<file path="src/rtl/intf_or_ctrl.sv">
// rtl/intf_or_ctrl.sv - two-client sequencer/arbiter in front of one intf_or unit
//
// Purpose: accepts an (a,b) operand pair from client C0 or C1, issues a then b
// to the shared unit, collects y and hands it back to the submitting client.
// Only one job is in flight at a time.
//
// Ports:
//   CLK, RST                       clock, asynchronous active-high reset
//   cK_a_data/cK_b_data/cK_en/cK_rdy   client K submit method (K = 0,1)
//   cK_y_en/cK_y_data/cK_y_rdy     client K result method
//   a_data/a_en/a_rdy              unit method a
//   b_data/b_en/b_rdy              unit method b
//   y_en/y_data/y_rdy              unit method y
//   tmo                            sticky watchdog flag (ORCTL_TIMEOUT_EN only)
//
// Build option: define ORCTL_TIMEOUT_EN to add the WAIT_Y watchdog (TMO_CYC
// cycles), the tmo port, and draining of late y results while idle.
module intf_or_ctrl #(
    parameter int W = 8
`ifdef ORCTL_TIMEOUT_EN
    ,
    parameter int TMO_CYC = 64
`endif
) (
    input  logic         CLK,
    input  logic         RST,
    input  logic [W-1:0] c0_a_data,
    input  logic [W-1:0] c0_b_data,
    input  logic         c0_en,
    output logic         c0_rdy,
    input  logic         c0_y_en,
    output logic [W-1:0] c0_y_data,
    output logic         c0_y_rdy,
    input  logic [W-1:0] c1_a_data,
    input  logic [W-1:0] c1_b_data,
    input  logic         c1_en,
    output logic         c1_rdy,
    input  logic         c1_y_en,
    output logic [W-1:0] c1_y_data,
    output logic         c1_y_rdy,
`ifdef ORCTL_TIMEOUT_EN
    output logic         tmo,
`endif
    output logic [W-1:0] a_data,
    output logic         a_en,
    input  logic         a_rdy,
    output logic [W-1:0] b_data,
    output logic         b_en,
    input  logic         b_rdy,
    output logic         y_en,
    input  logic [W-1:0] y_data,
    input  logic         y_rdy
);

    typedef enum logic [1:0] {IDLE, ISSUE, WAIT_Y, RESP} state_t;

    state_t         state_q, state_d;
    logic           ptr_q, ptr_d;
    logic           owner_q, owner_d;
    logic           a_done_q, a_done_d;
    logic [W-1:0]   a_op_q, a_op_d;
    logic [W-1:0]   b_op_q, b_op_d;
    logic [W-1:0]   result_q, result_d;

    logic c0_rdy_c, c1_rdy_c, a_en_c, b_en_c, y_en_c;

`ifdef ORCTL_TIMEOUT_EN
    localparam int CNT_W = $clog2(TMO_CYC + 1);
    logic [CNT_W-1:0] cnt_q, cnt_d;
    logic             tmo_q, tmo_d;
`endif

    always_comb begin
        state_d  = state_q;
        ptr_d    = ptr_q;
        owner_d  = owner_q;
        a_done_d = a_done_q;
        a_op_d   = a_op_q;
        b_op_d   = b_op_q;
        result_d = result_q;
        c0_rdy_c = 1'b0;
        c1_rdy_c = 1'b0;
        a_en_c   = 1'b0;
        b_en_c   = 1'b0;
        y_en_c   = 1'b0;
`ifdef ORCTL_TIMEOUT_EN
        cnt_d    = cnt_q;
        tmo_d    = tmo_q;
`endif
        unique case (state_q)
            IDLE: begin
                // Time-slot round robin: only the slot owner may submit.
                c0_rdy_c = !ptr_q;
                c1_rdy_c = ptr_q;
`ifdef ORCTL_TIMEOUT_EN
                // A y that arrives after the watchdog gave up is thrown away.
                y_en_c   = y_rdy;
`endif
                a_done_d = 1'b0;
                if (c0_en && c0_rdy_c) begin
                    a_op_d  = c0_a_data;
                    b_op_d  = c0_b_data;
                    owner_d = 1'b0;
                    state_d = ISSUE;
                end else if (c1_en && c1_rdy_c) begin
                    a_op_d  = c1_a_data;
                    b_op_d  = c1_b_data;
                    owner_d = 1'b1;
                    state_d = ISSUE;
                end else begin
                    ptr_d = !ptr_q;
                end
            end
            ISSUE: begin
                // b only after a has fired in an earlier cycle.
                a_en_c = a_rdy && !a_done_q;
                b_en_c = b_rdy && a_done_q;
                if (a_en_c) a_done_d = 1'b1;
                if (b_en_c) begin
                    state_d = WAIT_Y;
`ifdef ORCTL_TIMEOUT_EN
                    cnt_d   = '0;
`endif
                end
            end
            WAIT_Y: begin
                y_en_c = y_rdy;
                if (y_rdy) begin
                    result_d = y_data;
                    state_d  = RESP;
                end
`ifdef ORCTL_TIMEOUT_EN
                else if (cnt_q == CNT_W'(TMO_CYC - 1)) begin
                    result_d = '0;
                    tmo_d    = 1'b1;
                    state_d  = RESP;
                end else begin
                    cnt_d = cnt_q + 1'b1;
                end
`endif
            end
            RESP: begin
                if (owner_q ? c1_y_en : c0_y_en) begin
                    state_d = IDLE;
                    ptr_d   = !owner_q;
                end
            end
            default: state_d = IDLE;
        endcase
    end

    always_ff @(posedge CLK or posedge RST) begin
        if (RST) begin
            state_q  <= IDLE;
            ptr_q    <= 1'b0;
            owner_q  <= 1'b0;
            a_done_q <= 1'b0;
            a_op_q   <= '0;
            b_op_q   <= '0;
            result_q <= '0;
`ifdef ORCTL_TIMEOUT_EN
            cnt_q    <= '0;
            tmo_q    <= 1'b0;
`endif
        end else begin
            state_q  <= state_d;
            ptr_q    <= ptr_d;
            owner_q  <= owner_d;
            a_done_q <= a_done_d;
            a_op_q   <= a_op_d;
            b_op_q   <= b_op_d;
            result_q <= result_d;
`ifdef ORCTL_TIMEOUT_EN
            cnt_q    <= cnt_d;
            tmo_q    <= tmo_d;
`endif
        end
    end

    // Handshake outputs are forced low while RST is high, since IDLE would
    // otherwise advertise c0_rdy during reset.
    assign c0_rdy    = c0_rdy_c && !RST;
    assign c1_rdy    = c1_rdy_c && !RST;
    assign a_en      = a_en_c && !RST;
    assign b_en      = b_en_c && !RST;
    assign y_en      = y_en_c && !RST;
    assign a_data    = a_op_q;
    assign b_data    = b_op_q;
    assign c0_y_rdy  = (state_q == RESP) && !owner_q && !RST;
    assign c1_y_rdy  = (state_q == RESP) && owner_q && !RST;
    assign c0_y_data = c0_y_rdy ? result_q : '0;
    assign c1_y_data = c1_y_rdy ? result_q : '0;
`ifdef ORCTL_TIMEOUT_EN
    assign tmo       = tmo_q;
`endif

endmodule
</file>
<file path="config.mk">
export PLATFORM = sky130hd
export DESIGN_NAME = intf_or_ctrl
export DESIGN_NICKNAME = d
export VERILOG_FILES = /design/src/rtl/intf_or_ctrl.sv
export SDC_FILE = /design/constraint.sdc
export NUM_CORES = 1
export LEC_CHECK = 0
export CORE_UTILIZATION = 39
export CTS_CLUSTER_DIAMETER = 100
export DETAILED_ROUTE_END_ITERATION = 6
export GPL_ROUTABILITY_DRIVEN = 1
export GPL_TIMING_DRIVEN = 0
export PLACE_DENSITY_LB_ADDON = 0.25
export REMOVE_ABC_BUFFERS = 1
export SLEW_MARGIN = 0
export SYNTH_ARGS = -nofsm -noshare
export SYNTH_HDL_FRONTEND = slang
export SYNTH_SLANG_ARGS = --single-unit
</file>
<file path="constraint.sdc">
create_clock -name CLK -period 3.6 [get_ports CLK]
set_input_delay 1.08 -clock CLK [delete_from_list [all_inputs] [get_ports CLK]]
set_output_delay 1.08 -clock CLK [all_outputs]
set_load 0.1 [all_outputs]
</file>
==> impl_metrics.ini <==
[global_routing]
grt_pass1_vias = 1293
grt_max_degree = 33
grt_usage = 0.180
antenna_found_initial = 0
grt_pass1_wl_um = 5840
grt.overflow.total = 0

[floorplan]
die_y_um = 66.6
core_area_sq_um = 4000
placementRows = 23
die-area_sq_um = 4430
die_width_um = 66.6
initial_core_util = 0.406
io_pins = 88

[final_layout]
area_delta_synth_final_pct = 58.3
stdcell_count = 301
nNetsFinal = 306
num_antenna_cells = 0
layout-drive-gt1-share = 0.203
fin_util = 0.643
fin_area_sq_um = 2570

[pwr]
finalPower_mw = 2.57
p_per_area_nw_per_um2 = 1000
leakagePower_nw = 1.18
ir_drop_mv = 0.615

[clock_network]
cts_tree = done
clk_pin_slew_ps = 60
cts-htree-levels = 2
cts_root_buf = clkbuf_8
postCtsHoldBufs = 0
cts_buffers = 5
clk_path_buf_depth = 2
cts.sinks = 29
clock_latency_ps = 270

[synth]
synthSimpleGateAreaFrac = 0.178
synth_top_family_by_area = simple AND/OR/NAND/NOR gates
syn_area_sq_um = 1630
ys_seq_elements = 29
synth-xor-area-share = 0
synthAdderAreaFrac = 0.0539
synth_cell_types = 28
ys_top_cells_by_area = dfrtp_1 45%, mux2i_1 11%, and2_1 6.9%
post-synth-top-area-cell = dfrtp_1
synthCells = 158
synth.top_cell.area_share = 0.446
synth_compound_area_frac = 0.104
synthMuxAreaShare = 0.176
syn_area_per_cell_sq_um = 10.3
yosysWarnings = 0
yosysSeqAreaShare = 0.446

[timing]
fmax_mhz = 281
timing.hold.ws_ps = 475
setup_viol = 0
finalHoldViolations = 0
tightest_slew_ps = 1010
setup_ws_ps = 47.3
period_share = 0.987
skew_ps = 1.63
min_period_ps = 3550
rsz0062_at_grt = true
relSlewSlack = 0.330
tns_ps = 0
drv_slew = 0

[drt]
avgViaCountPerCell = 4.70
wl_per_cell_um = 11.9
highest_layer = met4
ant_nets = 0
wl_met3_um = 363
first_iter_violations = 24
first_pass_iters = 4
drt-met1-wl_um = 1510
wl_met2_um = 1690
vias = 1415
totalWireLength_um = 3600
drc_errors = 0

[worst_setup_path]
end_kind = primary output
cp-start-kind = primary input
path_cells = dlygate4sd2_1, clkinvlp_4, and3_1, and2_1, buf_2
critical_path_class = in -> out
arrival_ps = 2470
crit_slowest_cell = dlygate4sd2_1
critPathMaxFanout = 9
critPathMaxStageDelay_ps = 450
cp_data_required_time_ps = 2520

[min_path]
hold_class = reg -> reg

[placed_design]
place_ws_ps = -1720
gp_congestion = 0.822
numPortBuffers = 87
placed_area_sq_um = 2530
placedCellCount = 289
dp_hpwl_um = 2640

[status]
status = finished, final reports clean

[flow_run]
maxCapViolations = 0
area by class of cell:
class / count / area (sq um)
Clock buffer: 7 / 96.3
Multi-Input combinational cell: 117 / 845
Tap cell: 50 / 62.6
Sequential cell: 29 / 726
Inverter: 5 / 22.5
Timing Repair Buffer: 91 / 811
Timing Repair inverter: 1 / 5.00
Fill cell: 358 / 1430
Clock inverter: 1 / 5.00
power breakdown:
group | total, mW | switching (mW) | internal (mW)
registers | 0.598 | 0.110 | 0.488
clock network | 0.287 | 0.115 | 0.172
logic | 1.69 | 1.20 | 0.484
total | 2.57 | 1.43 | 1.14
cell usage in the layout, fill, tap and decap left out, types with 3 or more instances in the layout:
| master | synthesis | final |
|---|---|---|
| buf_2 | 0 | 20 |
| and2_1 | 18 | 18 |
| inv_1 | 5 | 4 |
| clkdlybuf4s15_2 | 0 | 3 |
| buf_4 | 2 | 3 |
| o21ai_0 | 15 | 15 |
| mux2_2 | 8 | 8 |
| clkdlybuf4s50_1 | 0 | 63 |
| and3_1 | 3 | 3 |
| mux2i_1 | 18 | 18 |
| a21oi_1 | 4 | 4 |
| nor2_1 | 5 | 5 |
| nand2_1 | 24 | 24 |
| dfrtp_1 | 29 | 29 |
| ha_1 | 7 | 7 |
| clkbuf_8 | 0 | 7 |
critical path, delay by kind of cell:
family | cells | cell delay (ps)
AND/OR/NAND/NOR | 2 | 460
buffers and inverters | 3 | 920
flip-flops by register name, indices dropped and copies added (netlist names):
register	count
a_done_q	1
state_q	2
result_q	8
a_data	8
ptr_q	1
b_data	8
owner_q	1
synthesized netlist by cell type, drive strengths merged:
master and instances:
nor2 5, nand2b 1, dfrtp 29, o311ai 1, a31o 1, buf 4
nor4bb 1, o21ai 17, a22o 1, clkbuf 3, nor3b 2, and3 3
nor2b 2, a21oi 4, inv 5, and2 18, mux2 9, nand3 1
a41oi 1, mux2i 18, ha 7, o211ai 1, nand2 24
worst paths after layout:
kind / slack [ps] / cells past startpoint / startpoint / to
min: 470 / 2 / b_data[5] / b_data[5]
min in group asynchronous: 1140 / 3 / RST / result_q[5]
max reg2reg: 1620 / 4 / ptr_q / b_data[6]
max in group asynchronous: 1980 / 2 / RST / a_done_q
max: 50 / 5 / RST / c1_y_data[4]
min reg2reg: 470 / 2 / b_data[5] / b_data[5]
layer usage:
layer / up-vias / GRT usage
li1: 721 / -
met1: 627 / 0.194
met2: 62 / 0.299
met3: 5 / 0.0925
met4: 0 / 0.0638
met5: - / 0
what timing repair did:
item / CTS / global route
gates cloned: 1 / 0
gates resized for setup: 114 / 2
setup buffers: 3 / 0
endpoints found under the setup margin: 23 / 9
cells by family (layout without fill, tap and decap cells):
group                    after synthesis  in the layout
buffers and inverters                 12            105
flip-flops                            29             29
AO/OA/AOI/OAI                         26             26
AND/OR/NAND/NOR                       57             57
adder cells (fa/ha/maj)                7              7
multiplexers                          27             27
(Power assumes the default switching activity.)
